## config.mk

```make
export PLATFORM = sky130hd
export DESIGN_NAME = dff32_r
export DESIGN_NICKNAME = d
export VERILOG_FILES = /design/src/rtl/dff_pkg.sv /design/src/rtl/dff1_r.sv /design/src/rtl/dff32_r.sv
export SDC_FILE = /design/constraint.sdc
export NUM_CORES = 1
export LEC_CHECK = 0
export CAP_MARGIN = 40
export CORE_MARGIN = 4
export CORE_UTILIZATION = 39
export CTS_BUF_LIST = sky130_fd_sc_hd__clkbuf_16
export DETAILED_ROUTE_END_ITERATION = 10
export GPL_ROUTABILITY_DRIVEN = 0
export PLACE_DENSITY = 0.82
export SYNTH_ARGS = -nofsm -noshare
export SYNTH_HDL_FRONTEND = slang
export SYNTH_SLANG_ARGS = --single-unit
```

## constraint.sdc

```tcl
create_clock -name clk -period 1.2 [get_ports clk]
set_clock_uncertainty 0.15 [all_clocks]
set_input_delay 0.3 -clock clk [delete_from_list [all_inputs] [get_ports clk]]
set_output_delay 0.3 -clock clk [all_outputs]
set_load 0.02 [all_outputs]
```

## src/rtl/dff_pkg.sv

```systemverilog
// dff_pkg: shared constants and types for the generic register bank.
// Provides the default word width, default reset value and word type.
package dff_pkg;

    localparam int DFF_WIDTH_DEFAULT = 32;

    localparam logic [DFF_WIDTH_DEFAULT-1:0] DFF_RESET_DEFAULT = 32'h0;

    typedef logic [DFF_WIDTH_DEFAULT-1:0] word_t;

endpackage

```

## src/rtl/dff1_r.sv

```systemverilog
// dff1_r: single-bit flip-flop with synchronous active-low reset.
// Ports: clk, reset_n, d, q; en only with DFF32_R_CLK_ENABLE_EN defined.
module dff1_r #(
    parameter logic RST_BIT = 1'b0
) (
    input  logic clk,
    input  logic reset_n,
`ifdef DFF32_R_CLK_ENABLE_EN
    input  logic en,
`endif
    input  logic d,
    output logic q
);

    // Reset wins over both data and enable.
    always_ff @(posedge clk) begin
        if (!reset_n) begin
            q <= RST_BIT;
`ifdef DFF32_R_CLK_ENABLE_EN
        end else if (en) begin
            q <= d;
`else
        end else begin
            q <= d;
`endif
        end
    end

endmodule

```

## src/rtl/dff32_r.sv

```systemverilog
// dff32_r: WIDTH-bit register bank built from dff1_r cells.
// Ports: clk, reset_n (sync, active-low), d, q; en with DFF32_R_CLK_ENABLE_EN.
module dff32_r
    import dff_pkg::*;
#(
    parameter int                 WIDTH       = DFF_WIDTH_DEFAULT,
    parameter logic [WIDTH-1:0]   RESET_VALUE = {WIDTH{1'b0}}
) (
    input  logic             clk,
    input  logic             reset_n,
`ifdef DFF32_R_CLK_ENABLE_EN
    input  logic             en,
`endif
    input  logic [WIDTH-1:0] d,
    output logic [WIDTH-1:0] q
);

    if (WIDTH < 1 || WIDTH > 64) begin : g_bad_width
        $error("dff32_r: WIDTH must be in 1..64");
    end

    for (genvar i = 0; i < WIDTH; i++) begin : g_bit
        dff1_r #(
            .RST_BIT (RESET_VALUE[i])
        ) u_bit (
            .clk     (clk),
            .reset_n (reset_n),
`ifdef DFF32_R_CLK_ENABLE_EN
            .en      (en),
`endif
            .d       (d[i]),
            .q       (q[i])
        );
    end

endmodule

```

=== Word level (Yosys, flattened, before mapping) ===
Index checks and enable logic that the tools add are counted.
Widths: inputs -> output; s select.

* $lt $le $gt $ge: 0
* Bitwise operators: 0
* Muxes and demuxes: 0
* Shift operators: 0
* Divide/modulo/power cells: 0
* Reductions and logical operators: 0
* Eq/ne operators: 0
* $add $sub $neg: 0
* $mul: 0

* Bits of input ports: 34
* Logic and storage cells: 32
* ROM bits: 0
* Bits in writable memories: 0
* Flip-flop bits (word level): 32
* Latch bits: 0
* Output and inout bits: 32
* Memories kept: 0

=== Logic depth before layout (Yosys ltp) ===
Gate-level depths: netlist of the first run.

* Depth in word-level cells: 0
* Mapped depth: 2
* Depth with buffers taken out: 1

=== Cells and area by module ===
From an unflattened synthesis of the first run, not the netlist that was laid out.

* Cells, all modules: 64
* Area total of the unflattened synthesis: 840.8 um^2

{| class="wikitable"
|+ By module, submodules not included
! module !! instances !! cells each !! area each (um^2)
|-
| dff1_r || 32 || 2 || 26.3
|}

=== Least setup slack after synthesis of the first run ===
No wires, ideal clock.

* Kind: reg2out
* Start point: reg g_bit[0].u_bit.q
* End point: out q[0]
* Setup slack: 0.334 ns
* Stages on the path, launching flop included: 2
* Path buffers: 1
* Data arrival time: 0.416 ns
* Required time: 0.750 ns
* Path through: dfxtp_1 -> buf_4

{| class="wikitable"
|+ RTL lines
! item !! RTL line !! RTL
|-
| from (decl) || dff1_r.sv:12 || <nowiki>output logic q</nowiki>
|-
| from (signal assigned) || dff1_r.sv:18 || <nowiki>q <= RST_BIT;</nowiki>
|-
| from (signal assigned) || dff1_r.sv:24 || <nowiki>q <= d;</nowiki>
|-
| to (decl) || dff32_r.sv:15 || <nowiki>output logic [WIDTH-1:0] q</nowiki>
|}

No word-level cell between the ends.

=== Worst setup path in the final report of the first run ===
* Start point: reg g_bit[31].u_bit.q
* End point: out q[31]

{| class="wikitable"
|+ RTL lines
! item !! RTL line
|-
| from (decl) || dff1_r.sv:12
|-
| from (signal assigned) || dff1_r.sv:18
|-
| from (signal assigned) || dff1_r.sv:24
|}

No word-level cell between the ends.

==> reports/metrics.csv, run 1 <==
metric,value,unit
status,finished clean,
XOR/XNOR share of the synthesized area,0,%
Post-DRT Antenna Nets,0,
Buf/Inv on CP,1,
fin area,1600,um^2
syn_area_per_cell,11.5,um^2
syn_nets,133,
Reg with most FFs,g_bit.u_bit.q,
post-cts resize count,128,
first-pass GRT wire length,2810,um
placed cell areas,1590,um^2
Compound-Gate Fraction of Synth Area,0,%
Final Critical Period,1170,ps
slew at the pin closest to its max-slew limit,111,ps
root buf cell,clkbuf_16,
Avg Vias per Cell,4.01,
clock-pin slew on the worst setup and hold paths,50,ps
Reg power frac,44.6,%
CP Max Fanout,1,
Hold EP,g_bit[0].u_bit.q,
Die Area,3840,um^2
Chip Width,62.0,um
endpoints failing hold,0,
leakage,0.745,nW
H-tree depth,2,
Die Y,62.0,um
Post-CTS Setup Inserts,0,
hold path cells,2,
Starting Density,40.8,%
Synth Cell Area,1140,um^2
num ports,66,
Worst Setup End Kind,primary output,
CP max-delay cell,dfxtp_1,
post-synth top area cell,dfxtp_1,
hold_buf cts,0,
Peak Freq,856,MHz
post-route DRC violation count,0,
dpl cells,162,
top cell type's share of synthesized area,56.4,%
Via Count,682,
CP top delay family,flip-flops,
layout cells sized above 1,51.1,%
Unique masters post-synth,4,
Area Growth Syn to Fin,40.6,%
filler cell count,261,
Hold Startpoint,d[0],
final WL,1970,um
Area contributors post-synth,"dfxtp_1 56%, and2_2 21%, buf_4 21%, clkbuf_2 1.3%",
Syn. warnings,0,
final setup fails,0,
ant diodes,0,
pin count of the biggest net entering global routing,17,
worst-path cell chain,buf_2,
Worst EP arrival,720,ps
"leading cell type in the layout, fill and taps excluded",clkdlybuf4s50_1,
number of max-cap violations,0,
largest family of logic cells by synthesized area,buffers and inverters,
final net count,172,
Clock Power Share,43.3,%
Final TNS setup,0,ps
port bufs,65,
DR WL/cell,11.6,um
Post-Layout Cell Count,170,
total gr overflow,0,
Hold Path Class,in2reg,
Synth Area in Simple Gates,21.1,%
Post-Synth Adder-Cell Area,0,%
Seq cells post-synth,32,
number of flip-flops in the largest register,32,
most frequent cells in the layout,"33 x clkdlybuf4s50_1, 32 x and2_2, 32 x dfxtp_1",
met2 Track Usage GR,20.0,%
global routing usage on met3,7.23,%
CTS buffer count,5,
Max-slew headroom,92.6,%
RSZ-0062 raised after global routing,no,
antenna violations before repair,0,
Startpoint Class,flip-flop,
TritonRoute pass-1 iters,2,
Worst IR Drop VDD,0.00129,V
Gate power share,12.2,%
max-slew violations,0,
# clock sinks,32,
total power,2.55,mW
GRT busiest layer,met2,
Int Power,2.05,mW
CTS max path bufs,2,
CTS tree,yes,
CP Data Required Time,750,ps
fin crit share,97.3,%
Syn Inst Count,99,
"slowest stage delay, CP",300,ps
vias in the first global route,678,
core area,2780,um^2
Psw,0.504,mW
portion of netlist area occupied by mux cells,0,%
sw frac,19.7,%
Cell Rows,19,
grt met1 use,8.12,%
critical path type,reg2out,
1st-iter DRT viols,4,
register area share after synthesis,56.4,%
Total GRT Usage,10.6,%
top flop regs,g_bit.u_bit.q x32,
PD cells,1600,nW/um^2
## worst max path at each step
stage | from | slack [ps] | to | cells past startpoint
2_1_floorplan | g_bit[0].u_bit.q | 330 | q[0] | 1
3_3_place_gp | reset_n | -140 | g_bit[0].u_bit.q | 3
3_5_place_dp | reset_n | -180 | g_bit[0].u_bit.q | 3
4_1_cts | g_bit[19].u_bit.q | 3 | q[19] | 1
5_1_grt | g_bit[19].u_bit.q | 0.9 | q[19] | 1
6_report | g_bit[31].u_bit.q | 30 | q[31] | 1
## metrics by stage
stage               utilization, %  setup WS [ps]  hold slack [ps]
floorplan                        -            334              286
global placement              57.0           -144              744
detailed placement            57.0           -177              746
CTS                           56.1           3.37              474
global route                  57.4          0.865              472
finish                        57.4           31.8              477
## cell type report
type	instances	area [um^2]	share of cell area, %
repair buffers	67	542	33.9
multi-input cells	32	240	15.0
clock inverters	3	11.3	0.705
well taps	31	38.8	2.43
flip-flops and latches	32	641	40.1
clock buffers	5	125	7.83
## synth_stat cells, drive strengths merged
| cell | instances |
|---|---|
| dfxtp | 32 |
| buf | 32 |
| clkbuf | 3 |
| and2 | 32 |
## routing by layer
metal  vias to the layer above  wire length [um]
met3                         2               287
met5                         -                 0
met4                         0                12
li1                        341                 -
met1                       301               609
met2                        38              1060
## power by group through the flow
stage | sequential, mW | combinational (mW) | clock [mW]
after floorplan | 1.15 | 0.209 | 0
after global placement | 1.16 | 0.350 | 0
after detailed placement | 1.16 | 0.355 | 0
after CTS | 1.14 | 0.303 | 1.14
after global routing | 1.14 | 0.331 | 1.19
final | 1.14 | 0.310 | 1.10
## cell families (layout without fill, tap and decap cells)
logic type,after synthesis,after routing
buffers and inverters,35,75
flip-flops,32,32
AND/OR/NAND/NOR,32,32
Note: power is estimated with default switching activity, not from simulation.
==> inputs of run 2 (changes only) <==
--- a/config.mk
+++ b/config.mk
@@ -7,11 +7,11 @@
 export LEC_CHECK = 0
 export CAP_MARGIN = 40
 export CORE_MARGIN = 4
-export CORE_UTILIZATION = 39
+export CORE_UTILIZATION = 33
 export CTS_BUF_LIST = sky130_fd_sc_hd__clkbuf_16
 export DETAILED_ROUTE_END_ITERATION = 10
 export GPL_ROUTABILITY_DRIVEN = 0
-export PLACE_DENSITY = 0.82
+export PLACE_DENSITY = 0.71
 export SYNTH_ARGS = -nofsm -noshare
 export SYNTH_HDL_FRONTEND = slang
 export SYNTH_SLANG_ARGS = --single-unit
==> reports/metrics.csv, run 2 (synthesis gave the netlist of run 1 again) <==
metric,value,unit
CP Data Required Time,750,ps
core area,3340,um^2
endpoints failing hold,0,
Avg Vias per Cell,3.65,
max-slew violations,0,
Met2 Wirelength,1010,um
placed cell areas,1600,um^2
layout cells sized above 1,53.2,%
Cell Rows,21,
most frequent cells in the layout,"33 x clkdlybuf4s50_1, 32 x and2_2, 31 x dfxtp_1",
num ports,66,
# clock sinks,32,
RSZ-0062 raised after global routing,no,
"slowest stage delay, CP",300,ps
TritonRoute pass-1 iters,2,
number of max-cap violations,0,
H-tree depth,2,
pin count of the biggest net entering global routing,18,
Chip Width,66.7,um
Buf/Inv on CP,1,
root buf cell,clkbuf_16,
Post-DRT Antenna Nets,0,
"leading cell type in the layout, fill and taps excluded",clkdlybuf4s50_1,
CP max-delay cell,dfxtp_1,
critical path type,reg2out,
final net count,172,
top flop regs,g_bit.u_bit.q x32,
Total GRT Usage,10.1,%
Post-CTS Setup Inserts,0,
Starting Density,34.0,%
Worst Setup End Kind,primary output,
slew at the pin closest to its max-slew limit,125,ps
first-pass GRT wire length,3250,um
DR top layer,met4,
number of flip-flops in the largest register,32,
antenna violations before repair,0,
Die Y,66.7,um
Hold Path Class,in2reg,
Peak Freq,850,MHz
Die Area,4450,um^2
met3 WL post-DR,242,um
1st-iter DRT viols,22,
CP top delay family,flip-flops,
ant diodes,0,
vias in the first global route,746,
CTS max path bufs,2,
Max-slew headroom,91.7,%
Reg with most FFs,g_bit.u_bit.q,
post-route DRC violation count,0,
Met1 Wirelength,802,um
CTS buffer count,5,
Via Count,675,
final WL,2100,um
PD cells,1680,nW/um^2
CTS tree,yes,
port bufs,65,
Startpoint Class,flip-flop,
total gr overflow,0,
DR WL/cell,11.3,um
Area Growth Syn to Fin,48.5,%
Worst IR Drop VDD,0.000936,V
fin crit share,98.1,%
Worst EP arrival,730,ps
leakage,0.765,nW
final setup fails,0,
Final TNS setup,0,ps
Final Critical Period,1180,ps
clock-pin slew on the worst setup and hold paths,50,ps
fin area,1690,um^2
status,finished clean,
worst-path cell chain,buf_2,
CP Max Fanout,1,
==> run 2: metal layers <==
metal	GRT usage (%)	up-vias
met4	6.85	0
met1	9.69	292
li1	-	340
met3	4.38	4
met5	0	-
met2	17.2	39
==> run 2: final cells by class <==
type / instances / area [um^2]
Timing Repair Buffer: 67 / 583
Clock buffer: 5 / 125
Sequential cell: 32 / 642
Multi-Input combinational cell: 32 / 240
Clock inverter: 3 / 38.8
Fill cell: 339 / 1650
Tap cell: 46 / 57.6
==> run 2: per-stage QoR <==
| stage | setup slack, ps | util, % | instances | power [mW] | hold WS, ps |
|---|---|---|---|---|---|
| floorplan | 334 | - | 99 | 1.36 | 286 |
| global placement | -158 | 48.1 | 177 | 1.51 | 744 |
| detailed placement | -164 | 48.1 | 177 | 1.51 | 749 |
| CTS | 2.99 | 48.3 | 185 | 2.84 | 471 |
| global route | 0.306 | 50.5 | 185 | 2.94 | 482 |
| finish | 23.3 | 50.5 | 185 | 2.83 | 474 |
==> run 2: repair_timing <==
action | in CTS | in global routing
hold buffers | 0 | 0
endpoints found under the setup margin | 32 | 22
gates resized for setup | 129 | 28
==> run 2: final timing paths <==
| kind | from | endpoint | slack, ps | cells past startpoint |
|---|---|---|---|---|
| max | g_bit[8].u_bit.q | q[8] | 20 | 1 |
| min | d[0] | g_bit[0].u_bit.q | 470 | 2 |
==> run 2: where the power goes <==
part	internal [mW]	switching, mW
Clock	0.964	0.405
Combinational	0.199	0.126
Sequential	1.12	0.0162
Total	2.29	0.547
